`src/rtl/vga_timing_pkg.sv`:
```
// vga_timing_pkg: mode table constants, config register indices and the
// controller state enumeration shared by the VGA timing controller files.
package vga_timing_pkg;

  localparam int NUM_PARAMS = 8;

  // cfg_addr register map
  localparam logic [2:0] ADDR_HSYNC   = 3'd0;
  localparam logic [2:0] ADDR_HBACK   = 3'd1;
  localparam logic [2:0] ADDR_HACTIVE = 3'd2;
  localparam logic [2:0] ADDR_HFRONT  = 3'd3;
  localparam logic [2:0] ADDR_VSYNC   = 3'd4;
  localparam logic [2:0] ADDR_VBACK   = 3'd5;
  localparam logic [2:0] ADDR_VACTIVE = 3'd6;
  localparam logic [2:0] ADDR_VFRONT  = 3'd7;

  // mode 0: 640x480
  localparam int MODE0_HSYNC   = 96;
  localparam int MODE0_HBACK   = 48;
  localparam int MODE0_HACTIVE = 640;
  localparam int MODE0_HFRONT  = 16;
  localparam int MODE0_VSYNC   = 2;
  localparam int MODE0_VBACK   = 33;
  localparam int MODE0_VACTIVE = 480;
  localparam int MODE0_VFRONT  = 10;

  // mode 1: short frames for simulation
  localparam int MODE1_HSYNC   = 3;
  localparam int MODE1_HBACK   = 2;
  localparam int MODE1_HACTIVE = 6;
  localparam int MODE1_HFRONT  = 2;
  localparam int MODE1_VSYNC   = 3;
  localparam int MODE1_VBACK   = 2;
  localparam int MODE1_VACTIVE = 6;
  localparam int MODE1_VFRONT  = 2;

  typedef enum logic [1:0] {
    ST_OFF,
    ST_PRIME,
    ST_RUN,
    ST_DRAIN
  } state_t;

  // Timing value for one register of one mode.
  function automatic int mode_param(input logic mode, input logic [2:0] idx);
    int v;
    case (idx)
      ADDR_HSYNC:   v = mode ? MODE1_HSYNC   : MODE0_HSYNC;
      ADDR_HBACK:   v = mode ? MODE1_HBACK   : MODE0_HBACK;
      ADDR_HACTIVE: v = mode ? MODE1_HACTIVE : MODE0_HACTIVE;
      ADDR_HFRONT:  v = mode ? MODE1_HFRONT  : MODE0_HFRONT;
      ADDR_VSYNC:   v = mode ? MODE1_VSYNC   : MODE0_VSYNC;
      ADDR_VBACK:   v = mode ? MODE1_VBACK   : MODE0_VBACK;
      ADDR_VACTIVE: v = mode ? MODE1_VACTIVE : MODE0_VACTIVE;
      default:      v = mode ? MODE1_VFRONT  : MODE0_VFRONT;
    endcase
    return v;
  endfunction

  // Sync and active-video lengths may never be written as zero.
  function automatic logic needs_nonzero(input logic [2:0] idx);
    return (idx == ADDR_HSYNC) || (idx == ADDR_HACTIVE) ||
           (idx == ADDR_VSYNC) || (idx == ADDR_VACTIVE);
  endfunction

endpackage

```
`src/rtl/vga_mode_rom.sv`:
```
// vga_mode_rom: combinational mode table, one RES-wide value per timing
// register, indexed by the cfg_addr register map.
module vga_mode_rom
  import vga_timing_pkg::*;
#(
  parameter int RES = 10
) (
  input  logic                             mode_sel,
  output logic [NUM_PARAMS-1:0][RES-1:0]   params
);

  // table lookup for every register of the selected mode
  always_comb begin
    params = '0;
    for (int i = 0; i < NUM_PARAMS; i++) begin
      params[i] = RES'(mode_param(mode_sel, 3'(i)));
    end
  end

endmodule

```
`src/rtl/vga_timing_controller.sv`:
```
// vga_timing_controller: holds a shadow and an active timing set, restarts
// the sync modules (2-cycle sync_rst) whenever a new timing set is applied,
// and only swaps timing at frame boundaries.
// Optional runtime register writes are enabled by defining VGA_CFG_WRITE_EN.
module vga_timing_controller
  import vga_timing_pkg::*;
#(
  parameter int RES = 10
) (
  input  logic           clock,
  input  logic           reset,
  input  logic           enable,
  input  logic           mode_sel,
  input  logic           LineEnd,
  input  logic           cfg_wr,
  input  logic [2:0]     cfg_addr,
  input  logic [RES-1:0] cfg_data,
  output logic [RES-1:0] hSynchPulse,
  output logic [RES-1:0] hBackPorch,
  output logic [RES-1:0] hActiveVideo,
  output logic [RES-1:0] hFrontPorch,
  output logic [RES-1:0] vSynchPulse,
  output logic [RES-1:0] vBackPorch,
  output logic [RES-1:0] vActiveVideo,
  output logic [RES-1:0] vFrontPorch,
  output logic           pixel_en,
  output logic           sync_rst,
  output logic           frame_tick,
  output logic           running,
  output logic           cfg_err
);

  typedef logic [NUM_PARAMS-1:0][RES-1:0] pset_t;

  state_t         state, state_nxt;
  pset_t          shadow, shadow_nxt, active;
  pset_t          rom_params, reset_params;
  logic           load;
  logic           mode_q, mode_chg;
  logic           wr_ok, wr_rej;
  logic           pending;
  logic           prime_cnt, pix_phase;
  logic           le_q, le_edge, count_en, wrap;
  logic [RES+1:0] vtotal, last_line, line_cnt;

  vga_mode_rom #(.RES(RES)) u_rom (
    .mode_sel (mode_sel),
    .params   (rom_params)
  );

  // Constant mode 0 set used as the reset value of both timing sets.
  vga_mode_rom #(.RES(RES)) u_rom_reset (
    .mode_sel (1'b0),
    .params   (reset_params)
  );

  assign mode_chg = mode_sel != mode_q;

`ifdef VGA_CFG_WRITE_EN
  // A mode change in the same cycle takes precedence and drops the write.
  assign wr_rej = cfg_wr && !mode_chg && needs_nonzero(cfg_addr) && (cfg_data == '0);
  assign wr_ok  = cfg_wr && !mode_chg && !wr_rej;

  // sticky illegal-write flag, cleared only by reset
  always_ff @(posedge clock or negedge reset) begin
    if (!reset)      cfg_err <= 1'b0;
    else if (wr_rej) cfg_err <= 1'b1;
  end
`else
  logic unused_cfg;
  assign unused_cfg = ^{cfg_wr, cfg_addr, cfg_data};
  assign wr_rej     = 1'b0;
  assign wr_ok      = 1'b0;
  assign cfg_err    = 1'b0;
`endif

  // next shadow set: mode reload overrides any register write
  always_comb begin
    shadow_nxt = shadow;
    if (mode_chg)   shadow_nxt = rom_params;
    else if (wr_ok) shadow_nxt[cfg_addr] = cfg_data;
  end

  // shadow always tracks writes; active only updates on a restart
  always_ff @(posedge clock or negedge reset) begin
    if (!reset) begin
      shadow <= reset_params;
      active <= reset_params;
    end else begin
      shadow <= shadow_nxt;
      if (load) active <= shadow_nxt;
    end
  end

  // pending marks a shadow set that differs from what the sync modules run
  always_ff @(posedge clock or negedge reset) begin
    if (!reset) begin
      mode_q  <= 1'b0;
      pending <= 1'b0;
    end else begin
      mode_q <= mode_sel;
      if (load)                   pending <= 1'b0;
      else if (mode_chg || wr_ok) pending <= 1'b1;
    end
  end

  // state register
  always_ff @(posedge clock or negedge reset) begin
    if (!reset) state <= ST_OFF;
    else        state <= state_nxt;
  end

  // next-state logic; load copies the (same-cycle updated) shadow to active
  always_comb begin
    state_nxt = state;
    load      = 1'b0;
    case (state)
      ST_OFF: begin
        if (enable) begin
          state_nxt = ST_PRIME;
          load      = 1'b1;
        end
      end
      ST_PRIME: begin
        if (prime_cnt) state_nxt = ST_RUN;
      end
      ST_RUN: begin
        if (pending || !enable) state_nxt = ST_DRAIN;
      end
      ST_DRAIN: begin
        // re-enable with nothing new to apply simply resumes running
        if (enable && !pending) begin
          state_nxt = ST_RUN;
        end else if (frame_tick) begin
          if (enable) begin
            state_nxt = ST_PRIME;
            load      = 1'b1;
          end else begin
            state_nxt = ST_OFF;
          end
        end
      end
      default: state_nxt = ST_OFF;
    endcase
  end

  assign running  = (state == ST_RUN) || (state == ST_DRAIN);
  assign sync_rst = (state == ST_OFF) || (state == ST_PRIME);
  assign pixel_en = running && pix_phase;

  // prime length counter and divide-by-2 pixel enable (1 on first RUN cycle)
  always_ff @(posedge clock or negedge reset) begin
    if (!reset) begin
      prime_cnt <= 1'b0;
      pix_phase <= 1'b1;
    end else begin
      prime_cnt <= (state == ST_PRIME) ? ~prime_cnt : 1'b0;
      pix_phase <= running ? ~pix_phase : 1'b1;
    end
  end

  assign vtotal    = {2'b00, active[ADDR_VSYNC]}   + {2'b00, active[ADDR_VBACK]} +
                     {2'b00, active[ADDR_VACTIVE]} + {2'b00, active[ADDR_VFRONT]};
  assign last_line = vtotal - (RES+2)'(1);
  assign le_edge   = LineEnd && !le_q;
  // lines only count while running and not leaving the running states, so an
  // edge in the restart cycle is dropped and PRIME starts from line 0
  assign count_en  = running && ((state_nxt == ST_RUN) || (state_nxt == ST_DRAIN));
  assign wrap      = le_edge && (line_cnt == last_line);

  // line counter and frame boundary pulse
  always_ff @(posedge clock or negedge reset) begin
    if (!reset) begin
      le_q       <= 1'b0;
      line_cnt   <= '0;
      frame_tick <= 1'b0;
    end else begin
      le_q       <= LineEnd;
      frame_tick <= count_en && wrap;
      if (!count_en)    line_cnt <= '0;
      else if (le_edge) line_cnt <= wrap ? '0 : line_cnt + (RES+2)'(1);
    end
  end

  assign hSynchPulse  = active[ADDR_HSYNC];
  assign hBackPorch   = active[ADDR_HBACK];
  assign hActiveVideo = active[ADDR_HACTIVE];
  assign hFrontPorch  = active[ADDR_HFRONT];
  assign vSynchPulse  = active[ADDR_VSYNC];
  assign vBackPorch   = active[ADDR_VBACK];
  assign vActiveVideo = active[ADDR_VACTIVE];
  assign vFrontPorch  = active[ADDR_VFRONT];

endmodule
```
`config.mk`:
```
export PLATFORM = sky130hd
export DESIGN_NAME = vga_timing_controller
export DESIGN_NICKNAME = d
export VERILOG_FILES = /design/src/rtl/vga_timing_pkg.sv /design/src/rtl/vga_mode_rom.sv /design/src/rtl/vga_timing_controller.sv
export SDC_FILE = /design/constraint.sdc
export NUM_CORES = 1
export LEC_CHECK = 0
export CORE_ASPECT_RATIO = 1.5
export CORE_UTILIZATION = 55
export CTS_CLUSTER_DIAMETER = 80
export DETAILED_ROUTE_END_ITERATION = 10
export HOLD_SLACK_MARGIN = 0.05
export PLACE_DENSITY = 0.79
export SYNTH_ARGS = -nofsm -noshare
export SYNTH_HDL_FRONTEND = slang
export SYNTH_SLANG_ARGS = --single-unit
```
`constraint.sdc`:
```
create_clock -name clock -period 5.05 [get_ports clock]
set_clock_uncertainty 0.05 [all_clocks]
set_input_delay 1.01 -clock clock [delete_from_list [all_inputs] [get_ports clock]]
set_output_delay 1.01 -clock clock [all_outputs]
set_load 0.01 [all_outputs]
```
-- Yosys cells after proc, flatten, opt, wreduce, memory -nomap -nowiden
Cells that the tools add are included.
- flip-flop bits (word level): 180
- bits in latches: 0
- RAM bits: 0
- bits in read-only memories: 0
- input port bits: 19
- output and inout port bits: 85
- word-level logic and storage cells: 81
- memories: 0
- add/subtract/negate cells: 5
- multipliers: 0
- divide/modulo/power cells: 0
- $lt $le $gt $ge: 0
- equal/unequal tests: 8
- shifts and indexed selects: 0
- mux-type cells: 27
- bitwise logic cells: 2
- reduce and logical (&&, ||, !) cells: 15
- operators by type and width (operator ; number):
    $mux 80 ; 1
    $mux 12 ; 3
    $add 11x10->12 ; 1
    $add 12x1->12 const B ; 1
    $add 12x10->12 ; 1
    $eq 12x12->1 ; 1
    $mux 6 ; 2
    $sub 12x1->12 const B ; 1
    $add 10x10->11 ; 1
    $mux 10 ; 1
    $mux 2 ; 5
    $mux 1 ; 9
    $mux 9 ; 1
    $eq 2x2->1 const B ; 4
    $pmux 2 s4 ; 1
    $mux 7 ; 1
    $logic_and 1x1->1 ; 6
    $mux 5 ; 1
    $logic_or 1x1->1 ; 4
    $mux 4 ; 1
    $logic_not 1->1 ; 3
    $eq 2x1->1 const B ; 1
    $logic_not 2->1 ; 1
    $ne 2x2->1 const B ; 1
    4 further kinds ; 5

-- Depth between registers and ports, before layout
Gate-level depths: netlist of the first run.
- word-level depth: 9
- mapped depth: 14
- gate-level depth less buffers: 14

-- Worst setup path after synthesis of the first run
OpenSTA, ideal clock, no wires.
- kind: register -> register
- start: register active, in the netlist vSynchPulse[1]
- end: register line_cnt[10]
- setup time: 0.125 ns
- arrival: 4.003 ns
- data required time: 4.875 ns
- path slack: 0.872 ns
- cell stages (with the launch flop): 15
- buffers on the path: 0
- clock period less this slack: 4.178 ns
- cell sequence: dfstp_2 -> inv_1 -> ha_1 -> inv_1 -> fa_1 -> fa_1 -> ha_1 -> fa_1 -> a21o_1 -> a221oi_2 -> o221ai_1 -> xnor2_1 -> or4b_4 -> nand3_4 -> o22ai_2
- word-level cells in the longest chain between the ends: 9
- ends and longest elaborated chain (item ; RTL line ; RTL):
    start, declared ; vga_timing_controller.sv:36 ; pset_t shadow, shadow_nxt, active;
    start signal, assigned ; vga_timing_controller.sv:88 ; active <= reset_params;
    start signal, assigned ; vga_timing_controller.sv:91 ; if (load) active <= shadow_nxt;
    $add 10x10->11 ; vga_timing_controller.sv:162 ; assign vtotal = {2'b00, active[ADDR_VSYNC]} + {2'b00, active[ADDR_VBACK]} +
    $add 11x10->12 ; vga_timing_controller.sv:162 ;
    $add 12x10->12 ; vga_timing_controller.sv:163 ; {2'b00, active[ADDR_VACTIVE]} + {2'b00, active[ADDR_VFRONT]};
    $sub 12x1->12 ; vga_timing_controller.sv:164 ; assign last_line = vtotal - (RES+2)'(1);
    $eq 12x12->1 ; vga_timing_controller.sv:169 ; assign wrap = le_edge && (line_cnt == last_line);
    $logic_and 1x1->1 ; vga_timing_controller.sv:169 ;
    $mux 12 (2 in series) ; vga_timing_controller.sv:181 ; else if (le_edge) line_cnt <= wrap ? '0 : line_cnt + (RES+2)'(1);
    $mux 12 ; vga_timing_controller.sv:180 ; if (!count_en) line_cnt <= '0;
    end signal, assigned ; vga_timing_controller.sv:181 ;
    end, declared ; vga_timing_controller.sv:44 ; logic [RES+1:0] vtotal, last_line, line_cnt;
Every way passes these cells. The select of a mux whose other input is x is not followed.
A chain may end at the register's enable or synchronous reset.

-- Worst setup path in the final report of the first run
Same ends and word-level chain as after synthesis.

==> reports/results.md, run 1 <==
| Quantity | Reported |
|:---|:---|
| Result of the run | finished, final reports clean |
| Peak supply drop | 320 uV |
| Switching share of power | 35.4% |
| TritonCTS clock tree | yes |
| Filler cell count in the final layout | 1054 |
| Worst-path fanout max | 10 |
| Via count of the routed design | 4907 |
| Largest area contributor in the netlist | sky130_fd_sc_hd__dfrtp_1 |
| Die Footprint | 15200 um^2 |
| Placed cell count | 896 |
| Launch point of the worst path | vSynchPulse[1]$_DFFE_PN1P_ |
| Required time at the worst-slack endpoint | 5.30 ns |
| Relative contribution of the clock network to total power | 25.9% |
| Post-synthesis sequential element count | 180 |
| Number of buffers between clock root and the deepest sink | 2 |
| Share of flip-flops with an asynchronous set or reset | 100% |
| DRC violation count after routing | 0 |
| FP Rows | 53 |
| Static leakage power | 4.50 nW |
| Postcts setup bufs | 0 |
| Setup repair after global routing missed its margin | false |
| HP Start | prime_cnt$_DFF_PN0_ |
| Ports placed on the boundary | 104 |
| Final total negative setup slack | 0 ns |
| Filler-free cell count of the finished design | 928 |
| Setup slack of the most critical reg-to-reg path | 0.51 ns |
| Worst min-delay path category | reg2reg |
| Minimum clock period | 4.54 ns |
| Antenna Violating Nets Remaining | 0 |
| Unique cell type count in the Yosys netlist | 55 |
| Prevailing post-synth register cell | sky130_fd_sc_hd__dfrtp_1 |
| Arrival time of data at the critical path endpoint | 4.79 ns |
| Maximum level of the CTS H-tree | 4 |
| Count of input and output buffers | 88 |
| Net count of the finished layout | 789 |
| Worst-Margin Slew | 1.19 ns |
| Syn nets | 706 |
| Logic gate share of total power | 38.5% |
| Reg2Reg Capture Point | line_cnt[10]$_DFFE_PN0P_ |
| Count of flip-flops with a built-in enable after synthesis | 0 |
| Final weighted congestion in routability-driven placement | 0.851 |
| # resized after CTS | 0 |
| Diodes inserted | 0 |
| Reg2reg path depth | 14 |
| Count of pins over their slew limit | 0 |
| Post-route clock period utilization | 89.9% |
| Switching pwr | 1.75 mW |
| Cell types with the largest area share after synthesis | sky130_fd_sc_hd__dfrtp_1, sky130_fd_sc_hd__mux2_2, sky130_fd_sc_hd__dfstp_2, sky130_fd_sc_hd__fa_1, sky130_fd_sc_hd__and2_1 |
| Cell area after synthesis | 8080 um^2 |
| Area of the core region | 14200 um^2 |
| Die outline height | 150 um |
| Average cell area after synthesis | 12.6 um^2 |
| Detailed router's first-iteration violation count | 193 |
| Pin count of the biggest net entering global routing | 121 |
| Buffer cell driving the clock tree root | sky130_fd_sc_hd__clkbuf_16 |
| Portion of synthesized cell area occupied by the leading cell type | 45.5% |
| Areal power density over the cells | 511 nW/um^2 |
| Routed wirelength normalized by instance count | 16.8 um |
| Worst hold margin | 0.408 ns |
| Total half-perimeter wirelength after legalization and detailed placement | 10500 um |
| Total Routed Length | 15600 um |
| Number of clock sinks | 180 |
| Total number of yosys warnings | 0 |
| Grt ovf | 0 |
| Max-cap violations | 0 |
| TritonRoute pass-1 iters | 4 |
| Number of global-route vias before repair | 5419 |
| Worst setup path endpoint | line_cnt[10]$_DFFE_PN0P_ |
| Synthesized instance count | 640 |
| Sequential area share after synthesis | 56.3% |
| Design internal power | 3.20 mW |
| Initial core utilization | 56.9% |
| Setup-failing EPs final | 0 |
| Reg power frac | 35.6% |
| Vias per inst | 5.29 |
| CTS hold repair buffers | 0 |
| Final hold vios | 0 |
| Clock-pin slew reported for the worst setup and hold paths after clock tree synthesis | 0.07 ns |
| Number of buffers inserted during clock tree synthesis | 17 |
| Critical path startpoint category | flip-flop |
| Width of the die | 101 um |
| Start-to-end type of the worst setup path | reg2reg |
| Element type at the critical path end | flip-flop |
| Total routing resource utilization after global routing | 22.7% |
| Wire length of the first global-routing pass | 26200 um |
| FF-to-FF Start | vSynchPulse[1]$_DFFE_PN1P_ |
| Worst slew margin relative to its limit | 20.6% |
| Maximum clock frequency | 220 MHz |
| Share of layout cells above drive strength 1 | 22.3% |
| Number of antenna violations at the first check in global routing | 0 |
| Clock latency of the later-clocked register in the worst-skew pair | 0.43 ns |
| Synthesis-to-layout area growth | 20.1% |
## sequential cells by signal, indices dropped and copies added, names as in the netlist, 2 cells and up
signal and count:
hActiveVideo 10, hBackPorch 10, hFrontPorch 10, state 2, hSynchPulse 10, vFrontPorch 10
vBackPorch 10, shadow 80, line_cnt 12, vActiveVideo 10, vSynchPulse 10
## critical path: stages, from the launching register on
cell and delay [ns]:
sky130_fd_sc_hd__dfstp_2 0.54, sky130_fd_sc_hd__inv_1 0.06, sky130_fd_sc_hd__ha_1 0.27, sky130_fd_sc_hd__inv_1 0.05
sky130_fd_sc_hd__fa_1 0.53, sky130_fd_sc_hd__fa_1 0.44, sky130_fd_sc_hd__ha_1 0.24, sky130_fd_sc_hd__fa_1 0.43
sky130_fd_sc_hd__a21o_1 0.22, sky130_fd_sc_hd__a221oi_2 0.31, sky130_fd_sc_hd__o221ai_1 0.19, sky130_fd_sc_hd__xnor2_1 0.28
sky130_fd_sc_hd__or4b_4 0.54, sky130_fd_sc_hd__nand3_4 0.17, sky130_fd_sc_hd__o22ai_2 0.10
## worst min path at each step
stage                     endpoint  slack [ns]  depth (start not counted)
2_1_floorplan  prime_cnt$_DFF_PN0_        0.36                          1
3_3_place_gp   prime_cnt$_DFF_PN0_        0.37                          1
3_5_place_dp   prime_cnt$_DFF_PN0_        0.39                          1
4_1_cts        prime_cnt$_DFF_PN0_        0.41                          1
5_1_grt        prime_cnt$_DFF_PN0_        0.41                          1
6_report       prime_cnt$_DFF_PN0_        0.41                          1
## cells in the final DEF, fill, tap and decap left out, types with 3 or more instances in the layout
cell type and instances:
sky130_fd_sc_hd__xor2_1 13, sky130_fd_sc_hd__inv_8 4, sky130_fd_sc_hd__clkdlybuf4s50_1 87, sky130_fd_sc_hd__and2_1 58, sky130_fd_sc_hd__maj3_1 10, sky130_fd_sc_hd__inv_6 3, sky130_fd_sc_hd__clkinv_8 4, sky130_fd_sc_hd__mux2_2 79
sky130_fd_sc_hd__nand4_1 4, sky130_fd_sc_hd__inv_1 50, sky130_fd_sc_hd__nor2_1 32, sky130_fd_sc_hd__and3_1 3, sky130_fd_sc_hd__fa_1 19, sky130_fd_sc_hd__o21ai_0 21, sky130_fd_sc_hd__nand3_1 8, sky130_fd_sc_hd__dfstp_2 33
sky130_fd_sc_hd__nor3_1 3, sky130_fd_sc_hd__a211oi_1 3, sky130_fd_sc_hd__dfrtp_1 147, sky130_fd_sc_hd__ha_1 28, sky130_fd_sc_hd__nor2b_1 3, sky130_fd_sc_hd__a21oi_1 13, sky130_fd_sc_hd__and3_2 3, sky130_fd_sc_hd__nand2b_1 3
sky130_fd_sc_hd__clkbuf_16 17, sky130_fd_sc_hd__xnor2_1 13, sky130_fd_sc_hd__nand2_1 30, sky130_fd_sc_hd__buf_4 4
## area by class of cell
type	count	area, um^2	area share (%)
Inverter	51	191	1.97
Multi-Input combinational cell	381	3220	33.2
Clock buffer	17	425	4.39
Timing Repair Buffer	92	912	9.40
Tap cell	192	240	2.48
Sequential cell	180	4550	46.9
Clock inverter	15	165	1.70
## kinds of logic after synthesis
logic type,Yosys count,synth area share [%]
and+or+nand+nor,159,10.8
other,1,0.0464
xor gates and xnor gates,27,2.93
adders and majority gates,57,10.3
AOI/OAI and AO/OA,56,4.43
buffers and inverters,79,4.00
muxes,81,11.3
DFF,180,56.3
## cell usage after synthesis (4+ instances only)
cell type,instances
sky130_fd_sc_hd__mux2_2,79
sky130_fd_sc_hd__nand4_1,4
sky130_fd_sc_hd__clkbuf_1,21
sky130_fd_sc_hd__ha_1,28
sky130_fd_sc_hd__nor2_1,32
sky130_fd_sc_hd__nand3_1,8
sky130_fd_sc_hd__xor2_1,13
sky130_fd_sc_hd__maj3_1,10
sky130_fd_sc_hd__dfstp_2,33
sky130_fd_sc_hd__inv_1,50
sky130_fd_sc_hd__and2_1,58
sky130_fd_sc_hd__fa_1,19
sky130_fd_sc_hd__o21ai_0,21
sky130_fd_sc_hd__xnor2_1,14
sky130_fd_sc_hd__nand2_1,30
sky130_fd_sc_hd__dfrtp_1,147
sky130_fd_sc_hd__a21oi_1,13
## power by group through the flow
stage	clock network [mW]	logic (mW)	registers, mW
detailed placement	0	1.89	1.79
finish	1.28	1.91	1.76
global placement	0	1.81	1.77
floorplan	0	1.28	1.81
global route	1.36	2.10	1.78
CTS	1.31	1.92	1.77
## through the flow
step	worst slack, ns	util [%]	power, mW	cell area, um^2
finish	0.508	68.3	4.96	9700
global route	0.301	68.3	5.24	9700
CTS	0.513	68.3	4.99	9700
detailed placement	0.533	64.2	3.68	9110
global placement	0.585	64.2	3.59	9110
floorplan	0.872	-	3.09	8080
## per-layer routing
layer | track usage, % | part of all wire [%] | up-vias
met3 | 6.04 | 4.8 | 41
met2 | 38.3 | 51 | 114
met5 | 0 | 0 | -
li1 | - | - | 2278
met1 | 27.1 | 41 | 2474
met4 | 10.7 | 3.2 | 0
Note: power is estimated with default switching activity, not from simulation.
==> run 2: changes to the inputs <==
Settings changed: ABC_CLOCK_PERIOD_IN_PS set to 5050.
==> results of run 2 <==
The final DEF is identical to that of run 1; final timing and power are the same.
==> run 3: changes to the inputs <==
Settings changed: CORE_MARGIN set to 1, REMOVE_ABC_BUFFERS set to 1.
==> reports/results.md, run 3 (same netlist as run 1, synthesis figures left out) <==
| Quantity | Reported |
|:---|:---|
| Result of the run | finished, final reports clean |
| Number of global-route vias before repair | 5324 |
| Width of the die | 101 um |
| Detailed router's first-iteration violation count | 221 |
| Number of antenna violations at the first check in global routing | 0 |
| Vias per inst | 5.26 |
| Post-route clock period utilization | 89.7% |
| Maximum level of the CTS H-tree | 4 |
| Max-cap violations | 0 |
| Share of layout cells above drive strength 1 | 22.4% |
| Top flop regs | shadow (80), line_cnt (12) |
| Critical path cell sequence | inv_1 -> ha_1 -> inv_1 -> fa_1 -> fa_1 -> ha_1 -> fa_1 -> a21o_1 -> a221oi_2 -> o221ai_1 -> xnor2_1 -> or4b_4 -> nand3_4 -> o22ai_2 |
| Net count of the finished layout | 790 |
| TritonRoute pass-1 iters | 4 |
| Dpl cell area | 9120 um^2 |
| Worst stage delay on the critical path | 0.55 ns |
| Arrival time of data at the critical path endpoint | 4.78 ns |
| Worst min-delay path category | reg2reg |
| Setup slack of the most critical reg-to-reg path | 0.52 ns |
| Number of buffers between clock root and the deepest sink | 2 |
| Highest-count cells in the layout ignoring fill and taps | sky130_fd_sc_hd__dfrtp_1, sky130_fd_sc_hd__clkdlybuf4s50_1, sky130_fd_sc_hd__mux2_2 |
| Routed wirelength normalized by instance count | 16.1 um |
| Most common cell after layout, fill and taps aside | sky130_fd_sc_hd__dfrtp_1 |
| Worst-Margin Slew | 1.18 ns |
| Setup-failing EPs final | 0 |
| # resized after CTS | 0 |
| Reg2Reg Capture Point | line_cnt[10]$_DFFE_PN0P_ |
| Total Routed Length | 14900 um |
| Initial core utilization | 56.9% |
| Via count of the routed design | 4888 |
| Start-to-end type of the worst setup path | reg2reg |
| Grt ovf | 0 |
| Setup repair after global routing missed its margin | false |
| Peak supply drop | 245 uV |
| Count of input and output buffers | 88 |
| Total routing resource utilization after global routing | 21.6% |
| FF-to-FF Start | vSynchPulse[1]$_DFFE_PN1P_ |
| Critical path startpoint category | flip-flop |
| Required time at the worst-slack endpoint | 5.30 ns |
| Clock latency of the later-clocked register in the worst-skew pair | 0.42 ns |
| Wire length of the first global-routing pass | 25200 um |
| Total half-perimeter wirelength after legalization and detailed placement | 9990 um |
| Max FFs per register | 80 |
| Final weighted congestion in routability-driven placement | 0.899 |
| Element type at the critical path end | flip-flop |
| Postcts setup bufs | 0 |
| Synthesis-to-layout area growth | 20.1% |
| TritonCTS clock tree | yes |
| Launch point of the worst path | vSynchPulse[1]$_DFFE_PN1P_ |
| Most numerous cell on the critical path | sky130_fd_sc_hd__fa_1 |
| Number of clock sinks | 180 |
| Die outline height | 150 um |
| Final total negative setup slack | 0 ns |
| Worst slew margin relative to its limit | 21.4% |
| Die Footprint | 15200 um^2 |
| CTS hold repair buffers | 0 |
| Antenna Violating Nets Remaining | 0 |
| FP Rows | 53 |
| Diodes inserted | 0 |
| Worst setup path endpoint | line_cnt[10]$_DFFE_PN0P_ |
| Pin count of the biggest net entering global routing | 113 |
| Worst-path fanout max | 10 |
| Areal power density over the cells | 507 nW/um^2 |
| Filler cell count in the final layout | 1075 |
| Area of the core region | 14200 um^2 |
| Number of buffers inserted during clock tree synthesis | 17 |
| DRC violation count after routing | 0 |
| Top register by number of flip-flops | shadow |
| Count of pins over their slew limit | 0 |
| Maximum clock frequency | 221 MHz |
| Buffer cell driving the clock tree root | sky130_fd_sc_hd__clkbuf_16 |
| Minimum clock period | 4.53 ns |
| Static leakage power | 4.51 nW |
| Clock-pin slew reported for the worst setup and hold paths after clock tree synthesis | 0.07 ns |
| Ports placed on the boundary | 104 |
| Post-route design area | 9700 um^2 |
| Final hold vios | 0 |
| Reg2reg path depth | 14 |
| Slowest stage cell on the critical path | sky130_fd_sc_hd__fa_1 |
[run 3: changes by cell type in the layout (fill, tap and decap cells not counted), sizes merged]
cell and delta:
buf +1, clkinvlp -2, clkinv +2
[run 3: worst max-delay path: cells and delay by family, from the launching register on]
| family | cells | cell delay, ns |
|---|---|---|
| DFF | 1 | 0.53 |
| buffers and inverters | 2 | 0.10 |
| adders and majority gates | 5 | 1.92 |
| AOI/OAI and AO/OA | 4 | 0.81 |
| and+or+nand+nor | 2 | 0.71 |
| xor gates and xnor gates | 1 | 0.27 |
[run 3: through the flow]
step	instances	hold slack (ns)	util (%)	power (mW)	worst slack [ns]
after detailed placement	897	0.401	64.2	3.66	0.609
after floorplan	612	0.358	-	3.05	0.872
after global routing	929	0.412	68.4	5.23	0.379
after CTS	929	0.413	68.4	4.97	0.535
after global placement	897	0.372	64.2	3.58	0.664
final	929	0.419	68.4	4.92	0.518
[run 3: worst min path at each step]
stage	start	end	slack, ns	cells past startpoint
2_1_floorplan	prime_cnt$_DFF_PN0_	prime_cnt$_DFF_PN0_	0.36	1
3_3_place_gp	prime_cnt$_DFF_PN0_	prime_cnt$_DFF_PN0_	0.37	1
3_5_place_dp	prime_cnt$_DFF_PN0_	prime_cnt$_DFF_PN0_	0.40	1
4_1_cts	prime_cnt$_DFF_PN0_	prime_cnt$_DFF_PN0_	0.41	1
5_1_grt	prime_cnt$_DFF_PN0_	prime_cnt$_DFF_PN0_	0.41	1
6_report	prime_cnt$_DFF_PN0_	prime_cnt$_DFF_PN0_	0.42	1
[run 3: layout make-up]
class	count	area, um^2	area share [%]
Multi-Input combinational cell	381	3220	33.2
Tap cell	192	240	2.48
Inverter	51	191	1.97
Timing Repair Buffer	93	920	9.48
Sequential cell	180	4550	46.8
Clock inverter	15	161	1.66
Clock buffer	17	425	4.38
[run 3: per-layer routing]
| layer | GRT usage [%] | routed length, um | vias to the layer above |
|---|---|---|---|
| met1 | 25.6 | 6120 | 2490 |
| met5 | 0 | 0 | - |
| met2 | 37.8 | 8030 | 96 |
| met3 | 5.15 | 548 | 18 |
| li1 | - | - | 2284 |
| met4 | 8.55 | 233 | 0 |
[run 3: power breakdown]
part           leakage [nW]  internal (mW)  switching, mW
Combinational          1.87          0.895          0.999
Clock                 0.289          0.663          0.614
Sequential             2.35           1.64          0.106
Total                  4.51           3.20           1.72
